--- config.mk ---
export PLATFORM = sky130hd
export DESIGN_NAME = ibex_wb_queue
export DESIGN_NICKNAME = d
export VERILOG_FILES = /design/src/rtl/ibex_wb_queue.sv
export SDC_FILE = /design/constraint.sdc
export NUM_CORES = 1
export LEC_CHECK = 0
export CAP_MARGIN = 0
export CELL_PAD_IN_SITES_DETAIL_PLACEMENT = 1
export CELL_PAD_IN_SITES_GLOBAL_PLACEMENT = 1
export CORE_ASPECT_RATIO = 1.1
export CORE_UTILIZATION = 41
export DETAILED_ROUTE_END_ITERATION = 12
export HOLD_SLACK_MARGIN = 0.03
export PLACE_DENSITY = 0.94
export REMOVE_ABC_BUFFERS = 1
export SLEW_MARGIN = 10
export SYNTH_ARGS = -nofsm -noshare
export SYNTH_HDL_FRONTEND = slang
export SYNTH_SLANG_ARGS = --single-unit
--- constraint.sdc ---
create_clock -name clk_i -period 3.1 [get_ports clk_i]
set_clock_uncertainty 0.1 [all_clocks]
set_input_delay 0.62 -clock clk_i [delete_from_list [all_inputs] [get_ports clk_i]]
set_output_delay 0.62 -clock clk_i [all_outputs]
set_load 0.02 [all_outputs]
--- src/rtl/ibex_wb_queue.sv ---
// In-order writeback queue: holds up to DEPTH issued instructions, captures LSU responses and retires one per cycle.
// Optional macro IBEX_WB_PERF_EN adds per-entry perf_count/compressed/err fields and drives the retire counters.
module ibex_wb_queue #(
    parameter int unsigned DEPTH = 2
) (
    input  logic        clk_i,
    input  logic        rst_ni,
    input  logic        en_wb_i,
    input  logic [1:0]  instr_type_wb_i,
    input  logic [31:0] pc_id_i,
    input  logic        instr_is_compressed_id_i,
    input  logic        instr_perf_count_id_i,
    input  logic [4:0]  rf_waddr_id_i,
    input  logic [31:0] rf_wdata_id_i,
    input  logic        rf_we_id_i,
    input  logic [31:0] rf_wdata_lsu_i,
    input  logic        rf_we_lsu_i,
    input  logic        lsu_resp_valid_i,
    input  logic        lsu_resp_err_i,
    input  logic [4:0]  rs_addr_a_i,
    input  logic [4:0]  rs_addr_b_i,
    output logic        ready_wb_o,
    output logic        hazard_a_o,
    output logic        hazard_b_o,
    output logic        outstanding_load_wb_o,
    output logic        outstanding_store_wb_o,
    output logic [4:0]  rf_waddr_wb_o,
    output logic [31:0] rf_wdata_wb_o,
    output logic        rf_we_wb_o,
    output logic [31:0] pc_wb_o,
    output logic        instr_done_wb_o,
    output logic        perf_instr_ret_wb_o,
    output logic        perf_instr_ret_compressed_wb_o
);

    localparam int unsigned PW = $clog2(DEPTH);

    typedef enum logic [1:0] {
        WB_LOAD  = 2'd0,
        WB_STORE = 2'd1,
        WB_OTHER = 2'd2
    } wb_type_e;

    logic [DEPTH-1:0] q_valid, q_done, q_we;
    wb_type_e         q_type  [DEPTH];
    logic [31:0]      q_pc    [DEPTH];
    logic [31:0]      q_wdata [DEPTH];
    logic [4:0]       q_waddr [DEPTH];

    logic [PW-1:0] head_q, tail_q, scan_idx, resp_idx;
    logic [PW:0]   count_q;
    logic          resp_found, resp_hit, head_bypass, retire, push;
    logic          head_we;
    logic [31:0]   head_wdata;

    // Oldest incomplete memory entry, scanning forward from the head.
    always_comb begin
        resp_found = 1'b0;
        resp_idx   = '0;
        scan_idx   = '0;
        for (int i = 0; i < DEPTH; i++) begin
            scan_idx = head_q + i[PW-1:0];
            if (!resp_found && q_valid[scan_idx] && (q_type[scan_idx] != WB_OTHER) && !q_done[scan_idx]) begin
                resp_found = 1'b1;
                resp_idx   = scan_idx;
            end
        end
    end

    assign resp_hit    = lsu_resp_valid_i & resp_found;
    assign head_bypass = resp_hit & (resp_idx == head_q);
    assign retire      = q_valid[head_q] & (q_done[head_q] | head_bypass);
    assign ready_wb_o  = (count_q < (PW+1)'(DEPTH)) | retire;
    assign push        = en_wb_i & ready_wb_o;

    assign head_wdata = (head_bypass && q_type[head_q] == WB_LOAD) ? rf_wdata_lsu_i : q_wdata[head_q];
    assign head_we    = (head_bypass && q_type[head_q] == WB_LOAD) ? rf_we_lsu_i    : q_we[head_q];

    assign instr_done_wb_o = retire;
    assign rf_we_wb_o      = retire & head_we;
    assign rf_waddr_wb_o   = q_waddr[head_q];
    assign rf_wdata_wb_o   = head_wdata;
    assign pc_wb_o         = q_pc[head_q];

    always_comb begin
        hazard_a_o             = 1'b0;
        hazard_b_o             = 1'b0;
        outstanding_load_wb_o  = 1'b0;
        outstanding_store_wb_o = 1'b0;
        for (int i = 0; i < DEPTH; i++) begin
            if (q_valid[i] && (q_we[i] || q_type[i] == WB_LOAD)) begin
                if (q_waddr[i] == rs_addr_a_i && rs_addr_a_i != 5'd0) hazard_a_o = 1'b1;
                if (q_waddr[i] == rs_addr_b_i && rs_addr_b_i != 5'd0) hazard_b_o = 1'b1;
            end
            if (q_valid[i] && !q_done[i] && q_type[i] == WB_LOAD)  outstanding_load_wb_o  = 1'b1;
            if (q_valid[i] && !q_done[i] && q_type[i] == WB_STORE) outstanding_store_wb_o = 1'b1;
        end
    end

    // Push is applied last so a slot freed by retire and refilled the same cycle takes the new entry.
    always_ff @(posedge clk_i or negedge rst_ni) begin
        if (!rst_ni) begin
            head_q  <= '0;
            tail_q  <= '0;
            count_q <= '0;
            q_valid <= '0;
            q_done  <= '0;
            q_we    <= '0;
            for (int i = 0; i < DEPTH; i++) begin
                q_type[i]  <= WB_LOAD;
                q_pc[i]    <= '0;
                q_wdata[i] <= '0;
                q_waddr[i] <= '0;
            end
        end else begin
            if (resp_hit) begin
                q_done[resp_idx] <= 1'b1;
                if (q_type[resp_idx] == WB_LOAD) begin
                    q_wdata[resp_idx] <= rf_wdata_lsu_i;
                    q_we[resp_idx]    <= rf_we_lsu_i;
                end
            end
            if (retire) begin
                q_valid[head_q] <= 1'b0;
                head_q          <= head_q + 1'b1;
            end
            if (push) begin
                q_valid[tail_q] <= 1'b1;
                q_type[tail_q]  <= wb_type_e'(instr_type_wb_i);
                q_pc[tail_q]    <= pc_id_i;
                q_waddr[tail_q] <= rf_waddr_id_i;
                q_wdata[tail_q] <= rf_wdata_id_i;
                q_we[tail_q]    <= rf_we_id_i;
                q_done[tail_q]  <= (instr_type_wb_i == WB_OTHER);
                tail_q          <= tail_q + 1'b1;
            end
            if (push && !retire) begin
                count_q <= count_q + 1'b1;
            end else if (!push && retire) begin
                count_q <= count_q - 1'b1;
            end
        end
    end

`ifdef IBEX_WB_PERF_EN
    logic [DEPTH-1:0] q_perf, q_comp, q_err;
    logic             head_err;

    assign head_err                       = head_bypass ? lsu_resp_err_i : q_err[head_q];
    assign perf_instr_ret_wb_o            = retire & q_perf[head_q] & ~head_err;
    assign perf_instr_ret_compressed_wb_o = perf_instr_ret_wb_o & q_comp[head_q];

    always_ff @(posedge clk_i or negedge rst_ni) begin
        if (!rst_ni) begin
            q_perf <= '0;
            q_comp <= '0;
            q_err  <= '0;
        end else begin
            if (resp_hit) begin
                q_err[resp_idx] <= lsu_resp_err_i;
            end
            if (push) begin
                q_perf[tail_q] <= instr_perf_count_id_i;
                q_comp[tail_q] <= instr_is_compressed_id_i;
                q_err[tail_q]  <= 1'b0;
            end
        end
    end
`else
    logic unused_perf_inputs;
    assign unused_perf_inputs             = ^{instr_is_compressed_id_i, instr_perf_count_id_i, lsu_resp_err_i};
    assign perf_instr_ret_wb_o            = 1'b0;
    assign perf_instr_ret_compressed_wb_o = 1'b0;
`endif

`ifndef SYNTHESIS
    resp_has_target : assert property (@(posedge clk_i) disable iff (!rst_ni)
        lsu_resp_valid_i |-> resp_found);
`endif

endmodule

## Yosys cells after proc, flatten, opt, wreduce, memory -nomap -nowiden

Cells that the tools add are included.

- Register bits: 152

- Add/sub/neg operators: 4
- Magnitude comparators: 14
- Equality and inequality tests: 10
- Multiplexer cells: 80
- Bitwise logic cells: 15
- Reductions and logical operators: 41

Operators by type and width:

| cell | count |
|---|---|
| two-way mux 32 bit | 9 |
| bitwise mux 64 bit | 3 |
| two-way mux 64 bit | 3 |
| demux 32 bit (select 1 bit) | 2 |
| two-way mux 2 bit | 19 |
| two-way mux 1 bit | 30 |
| logical AND 1 bit | 25 |
| equality test 5 bit | 4 |
| two-way mux 5 bit | 4 |
| bitwise mux 10 bit | 1 |
| nonzero test 5 bit | 2 |
| greater-or-equal comparator 2 bit (second input constant) | 4 |
| zero test 2 bit | 4 |
| less-than comparator 1 x 2 -> 1 bit (second input constant) | 4 |
| inverter 1 -> 2 bit | 4 |
| zero test 1 bit | 7 |
| bitwise mux 2 bit | 3 |
| AND 1 bit | 5 |
| demux 5 bit (select 1 bit) | 1 |
| bitwise mux 4 bit | 1 |
| equality test 2 x 1 -> 1 bit (second input constant) | 2 |
| less-than comparator 2 x 1 -> 1 bit (second input constant) | 2 |
| != test 2 bit (second input constant) | 2 |
| OR 2 bit | 2 |
| other kinds (14) | 21 |

## Logic depth before layout (Yosys ltp)

Gate-level depths: netlist of the first run.

- Word-level depth: 23
- Mapped depth: 8
- Depth with buffers taken out: 7

## Worst setup path before layout of the first run

Ideal clock, no wire load.

- Path type: register -> output
- Start: register q_done[0]
- End: output rf_wdata_wb_o[10]
- Data arrival time: 2.027 ns
- Data required time: 2.380 ns
- Slack: 0.353 ns
- Stages on the path, launching flop included: 6
- Path through: dfrtp_1 or4b_1 mux2i_1 nand2_1 buf_1 mux2_1

- Word-level cells in the longest chain between the ends: 14

RTL lines:

| what | line | source |
|---|---|---|
| start, declared | 44 | `logic [DEPTH-1:0] q_valid, q_done, q_we;` |
| start signal, assigned by index | 134 | `q_done[tail_q] <= (instr_type_wb_i == WB_OTHER);` |
| two-way mux 1 bit (not written as such) (2 in series) | 63 | `if (!resp_found && q_valid[scan_idx] && (q_type[scan_idx] != WB_OTHER) && !q_done[scan_idx]) begin` |
| zero test 1 bit | 63 |  |
| logical AND 1 bit | 63 |  |
| two-way mux 1 bit | 63 |  |
| zero test 1 bit | 63 |  |
| logical AND 1 bit (3 in series) | 63 |  |
| two-way mux 1 bit | 63 |  |
| AND 1 bit or equality test 1 bit (tied branches) | 70, 71 |  |
| AND 1 bit (*) | 71 | `assign head_bypass = resp_hit & (resp_idx == head_q);` |
| logical AND 1 bit (*) | 76 | `assign head_wdata = (head_bypass && q_type[head_q] == WB_LOAD) ? rf_wdata_lsu_i : q_wdata[head_q];` |
| two-way mux 32 bit (*) | 76 |  |
| end, declared | 28 | `output logic [31:0] rf_wdata_wb_o,` |

Mark *: on every way between the ends. The rest lies on a longest branch, timed or not. The select of a mux whose other input is x is not followed.

## Final worst setup path of the first run

- Start: register q_type[3] in the netlist's numbering
- End: output rf_wdata_wb_o[24]

- Word-level cells in the longest chain between the ends: 16

RTL lines:

| what | line | source |
|---|---|---|
| start, declared | 45 | `wb_type_e q_type [DEPTH];` |
| start signal, assigned by index | 129 | `q_type[tail_q] <= wb_type_e'(instr_type_wb_i);` |
| two-way mux 2 bit (not written as such) (3 in series) | 63, 76 |  |
| != test 2 bit | 63 |  |
| logical AND 1 bit (2 in series) | 63 |  |
| two-way mux 1 bit | 63 |  |
| zero test 1 bit | 63 |  |
| logical AND 1 bit (3 in series) | 63 |  |
| two-way mux 1 bit | 63 |  |
| AND 1 bit or equality test 1 bit (tied branches) | 70, 71 |  |
| AND 1 bit | 71 |  |
| logical AND 1 bit (*) | 76 |  |
| two-way mux 32 bit (*) | 76 |  |

Marked as above.

==> flow_summary.ini, run 1 <==
[floorplan]
core_mm2 = 0.0199
start_util_pct = 42.0
std_cell_rows = 54
dieHeight_um = 152
ios = 200
die_x_um = 138
dieArea_mm2 = 0.0210

[clocking]
cts_buffer_depth = 2
cts_inserted_buffers = 17
clk_pin_slew_ns = 0.08
clkSinkCount = 152
cts-hold-fix-buffers = 0
cts-htree-levels = 4
cts_tree = done
root_buffer = clkbuf_16
clk_latency_ns = 0.42

[synth]
syn_inst = 605
synth_cell_types = 49
netlist.area_leader.share_pct = 45.4
async_reset_ff_share_pct = 100
synthFlopType = dfrtp_1
ys_seq_area_share_pct = 45.4
synth_edf_count = 0
syn_area_mm2 = 0.00837
synth_seq_cells = 152
synthTopCellsByArea = dfrtp_1 45%, mux2_2 28%, mux2_1 9.4%, mux2_4 5.4%, xnor2_1 1.5%
syn_avg_cell_area_um2 = 13.8
yosysMostFrequentCell = mux2_2
yosys_warnings = 0
yosys.area.top_type = dfrtp_1
synthTopCellsByCount = 208 x mux2_2, 152 x dfrtp_1, 70 x mux2_1

[placement]
dp_hpwl_um = 16200
placement.io_buffers = 194
dpl_worst_slack_ns = -0.206
dpl.cell_count = 1051
post_dp_cell_area_mm2 = 0.0109
gp_congestion = 0.854

[worst_setup_path]
reg2reg_slack_ns = 0.41
regToRegStartpoint = head_q
worstRegToRegCells = 6
cp.arrival_ns = 2.37
path_cells = or4b_4 -> mux2i_4 -> nand2_4 -> buf_12 -> mux2_1 -> buf_2
startpoint_type = register
timing.rr.end = q_wdata[8]
critical_path_class = reg2out
crit_slowest_cell = or4b_4
path_max_fanout = 12
endpoint_kind = output pin
cp_slowest_stage_delay_ns = 0.57
required_ns = 2.38

[global_routing]
antenna_found_initial = 0
grt_max_degree = 64
grt_pass1_wl_um = 37400
grt_overflow_total = 0
gr-usage-all-layers_pct = 23.0
grt_pass1_vias = 6699

[routing]
wl_per_cell_um = 21.7
first_pass_iters = 8
viasPerCell = 5.38
drt_iter0_markers = 162
drc_errors = 15
drt-total-wl_um = 23500
antenna_left = 0
vias = 5844

[pwr]
ir_worst_vdd_mv = 0.358
total_power_uw = 4470
power_per_cell_area_mw_per_mm2 = 390
internal_power_uw = 3310
p_clk_share_pct = 47.5
p_seq_share_pct = 45.2
power.switching_uw = 1160
comb_power_share_pct = 7.3
switching_share_pct = 26.0
p_leak_uw = 0.00568

[final_layout]
synthToLayoutAreaGrowth_pct = 36.9
stdcell_area_mm2 = 0.0115
final_nets = 944
layout.cells.non_filler = 1086
drive_above_1_share_pct = 42.9
n_antenna_cell = 0

[worst_hold_path]
hold_class = in2async

[sta]
max_freq_ghz = 0.324
tns_ns = 0
period_share_pct = 99.6
fin_ws_ns = 0.0138
fin_crit_ns = 3.09
maxSlewViolCount = 0
hold_viol = 0
finalSetupViolCount = 0
tightest_slew_ns = 0.716
rsz0062_at_grt = true
slew_headroom_pct = 51.6

[run]
maxCapViolCount = 0

[outcome]
violations = DRC
status = finished with violations
## critical path, delay by kind of cell, from the launching register on
family	cells	cell delay (ns)
buffers and inverters	2	0.33
DFF	1	0.38
muxes	2	0.52
and+or+nand+nor	2	0.69
## worst max-delay path by stage
stage,from,end,slack (ns)
floorplan,head_q,q_pc[32],-7.58
CTS,q_done[0],rf_wdata_wb_o[24],-0.01
finish,q_type[3],rf_wdata_wb_o[24],0.01
detailed placement,rs_addr_a_i[4],hazard_a_o,-0.21
global placement,lsu_resp_valid_i,q_pc[32],-0.06
global route,q_type[2],rf_wdata_wb_o[24],-0.07
## layer usage
layer  GRT usage (%)  up-vias  share of wire, %
li1                -     2661                 -
met1            25.9     3027                40
met2            43.7      132                55
met3            5.04       24               3.7
met4            5.72        0               1.4
met5               0        -                 0
## per-stage QoR
| step | hold WS [ns] | utilization [%] |
|---|---|---|
| after floorplan | 0.224 | - |
| after global placement | 0.361 | 54.5 |
| after detailed placement | 0.373 | 54.5 |
| after CTS | 0.0401 | 57.1 |
| after global routing | 0.0623 | 57.5 |
| final | 0.0402 | 57.5 |
## power groups by stage
| stage | Sequential, µW | Combinational (µW) | Clock (µW) |
|---|---|---|---|
| 2_1_floorplan | 2050 | 74.0 | 0 |
| 3_3_place_gp | 2050 | 315 | 0 |
| 3_5_place_dp | 2060 | 326 | 0 |
| 4_1_cts | 2020 | 329 | 2170 |
| 5_1_grt | 2020 | 350 | 2250 |
| 6_report | 2020 | 324 | 2120 |
## layout by cell type (no fill, tap or decap), types with 3 or more instances in the layout
master and n:
buf_4 30, nor4_1 4, nand2b_1 7, o21ai_0 7
dlygate4sd2_1 15, inv_1 6, clkbuf_16 18, nand3_1 4
inv_8 3, buf_12 10, or3_1 3, nand2_1 3
xor2_1 10, a21oi_1 5, dfrtp_1 151, nor2_1 4
mux2_4 30, mux2_2 209, buf_2 24, clkinv_8 8
mux2_1 69, buf_6 8, clkdlybuf4s50_1 145, xnor2_1 14
## layout make-up
cell class / instances / area (µm²)
tap: 252 / 315
multi-input combinational: 410 / 4410
clock inverter: 15 / 199
timing repair buffer: 234 / 2280
inverter: 6 / 22.5
sequential: 152 / 3810
fill: 1963 / 8480
clock buffer: 17 / 425
## repair_timing
| item | in CTS | in global routing |
|---|---|---|
| gates cloned | 1 | 1 |
| gates resized for setup | 154 | 17 |
| setup buffers | 1 | 0 |
| pin swaps | 1 | 3 |
| endpoints found under the setup margin | 50 | 36 |
## state kept, by name (all words and copies together), names as in the netlist
name	count
head_q	1
count_q	2
q_wdata	64
tail_q	1
q_we	2
q_waddr	10
q_valid	2
q_pc	64
q_done	2
q_type	4
## kinds of logic after synthesis
kind of cell | after synthesis | synth area share, %
compound gates | 31 | 3.05
xor+xnor | 24 | 2.51
fa+ha+maj | 1 | 0.149
buf+inv | 44 | 2.62
flops | 152 | 45.4
mux | 311 | 43.1
other cells | 1 | 0.0448
simple gates | 41 | 3.03
Note: power is estimated with default switching activity, not from simulation.
==> run 2, diff against run 1 <==
--- a/config.mk
+++ b/config.mk
@@ -7,11 +7,10 @@
 export LEC_CHECK = 0
 export CAP_MARGIN = 0
-export CELL_PAD_IN_SITES_DETAIL_PLACEMENT = 1
-export CELL_PAD_IN_SITES_GLOBAL_PLACEMENT = 1
 export CORE_ASPECT_RATIO = 1.1
-export CORE_UTILIZATION = 41
+export CORE_UTILIZATION = 51
 export DETAILED_ROUTE_END_ITERATION = 12
 export HOLD_SLACK_MARGIN = 0.03
 export PLACE_DENSITY = 0.94
+export RECOVER_POWER = 100
 export REMOVE_ABC_BUFFERS = 1
 export SLEW_MARGIN = 10
==> constraint.sdc (replaced) <==
create_clock -name clk_i -period 3.1 [get_ports clk_i]
set_clock_uncertainty 0.1 [all_clocks]
set_input_delay 0.31 -clock clk_i [delete_from_list [all_inputs] [get_ports clk_i]]
set_output_delay 0.31 -clock clk_i [all_outputs]
set_load 0.02 [all_outputs]
==> flow_summary.ini, run 2 (synthesis gave the netlist of run 1 again) <==
[sta]
rsz0062_at_grt = false
max_freq_ghz = 0.333
tightest_slew_ns = 1.77
maxSlewViolCount = 66
finalSetupViolCount = 0
hold_viol = 0
slew_headroom_pct = -18.3
fin_crit_ns = 3.00
period_share_pct = 96.7

[clocking]
cts_tree = done
cts_buffer_depth = 2
root_buffer = clkbuf_16
cts-htree-levels = 4
clk_pin_slew_ns = 0.06
cts_inserted_buffers = 17
clkSinkCount = 152
clk_latency_ns = 0.42

[worst_setup_path]
endpoint_kind = output pin
path_max_fanout = 21
critical_path_class = reg2out
worstSetupEndpoint = rf_wdata_wb_o[11]
cp.arrival_ns = 2.59
crit_start = q_type[2]
worstRegToRegCells = 5
reg2reg_slack_ns = 0.37
cp_slowest_stage_delay_ns = 0.58
startpoint_type = register
required_ns = 2.69
regToRegStartpoint = q_type[2]
crit_slowest_cell = or4b_4
timing.rr.end = q_wdata[49]
path_cells = or4b_4 -> mux2i_4 -> nand2_2 -> buf_12 -> mux2_1 -> dlygate4sd2_1

[worst_hold_path]
hold_class = reg2reg
min_path_cells = 1

[final_layout]
reg_top3 = q_pc: 64 flops, q_wdata: 64 flops, q_waddr: 10 flops
fillers = 1093
final_nets = 927
mostFrequentLayoutCells = 207 x mux2_2, 151 x dfrtp_1, 144 x clkdlybuf4s50_1
drive_above_1_share_pct = 36.7
n_antenna_cell = 0
final_common_cell = mux2_2
synthToLayoutAreaGrowth_pct = 33.4
postLayoutCoreUtil_pct = 70.4

[placement]
dp_hpwl_um = 14400
placement.io_buffers = 194
gp_congestion = 0.962

[global_routing]
grt_overflow_total = 0
gr-usage-all-layers_pct = 25.6
grt_max_degree = 67
grt_pass1_wl_um = 32700
grt_pass1_vias = 6358
antenna_found_initial = 0

[routing]
viasPerCell = 5.65
drc_errors = 0
drt_iter0_markers = 181
wl_per_cell_um = 20.3
vias = 5742
drt-total-wl_um = 20600
first_pass_iters = 5
antenna_left = 0

[floorplan]
std_cell_rows = 48
core_mm2 = 0.0159
dieArea_mm2 = 0.0169
dieHeight_um = 136
die_x_um = 124
ios = 200
start_util_pct = 52.8

[run]
maxCapViolCount = 1

[outcome]
status = finished with violations
violations = capacitance limit, slew limit

[pwr]
p_leak_uw = 0.00556
ir_worst_vdd_mv = 0.292
total_power_uw = 4330
power_per_cell_area_mw_per_mm2 = 388
-- run 2: repair_timing --
| item | 4_1_cts | 5_1_grt |
|---|---|---|
| gates resized for setup | 40 | 3 |
| endpoints found under the setup margin | 57 | 20 |
| hold buffers | 1 | 0 |
| endpoints found under the hold margin | 64 | 0 |
| setup buffers | 1 | 0 |
-- run 2: stage by stage --
step	setup TNS, ns	setup WS [ns]	hold WS (ns)	instances	instance area (µm²)
CTS	0	0.0374	0.387	1017	11200
global placement	0	0.175	0.248	983	10600
global route	0	0.0189	0.403	1017	11200
finish	0	0.101	0.386	1017	11200
floorplan	-963.45	-7.58	-0.0856	568	8180
detailed placement	0	0.114	0.262	983	10600
-- run 2: layout make-up --
cell class / instances / area (µm²) / share of cell area [%]
clock buffers: 20 / 457 / 4.09
well taps: 200 / 250 / 2.24
multi-input cells: 410 / 4390 / 39.3
inverters: 6 / 22.5 / 0.202
flip-flops and latches: 152 / 3810 / 34.1
repair buffers: 217 / 2120 / 19.0
clock inverters: 12 / 115 / 1.03
-- run 2: worst min-delay path by stage --
| stage | from | end | slack [ns] |
|---|---|---|---|
| 6_report | q_pc[53] | q_pc[53] | 0.39 |
| 5_1_grt | rf_wdata_id_i[27] | q_wdata[27] | 0.40 |
| 4_1_cts | rst_ni | q_waddr[1] | 0.39 |
| 3_5_place_dp | rst_ni | q_waddr[1] | 0.26 |
| 3_3_place_gp | rst_ni | q_waddr[6] | 0.25 |
| 2_1_floorplan | rst_ni | count_q[0] | -0.09 |
-- run 2: power breakdown --
| part | leakage (µW) | switching (µW) | internal, µW |
|---|---|---|---|
| Clock | 0.000262 | 835 | 1160 |
| Sequential | 0.00207 | 13.1 | 2010 |
| Combinational | 0.00322 | 122 | 193 |
-- run 2: critical path: cells and delay by family, from the launching register on --
family / cells / cell delay [ns]
mux: 2 / 0.49
simple gates: 2 / 0.70
buf+inv: 2 / 0.53
flops: 1 / 0.44
-- run 2: metal layers --
| metal | global-route usage [%] | routed length [µm] |
|---|---|---|
| met2 | 46.3 | 11300 |
| met4 | 7.80 | 308 |
| met5 | 0 | 0 |
| met3 | 5.62 | 990 |
| met1 | 29.8 | 8030 |
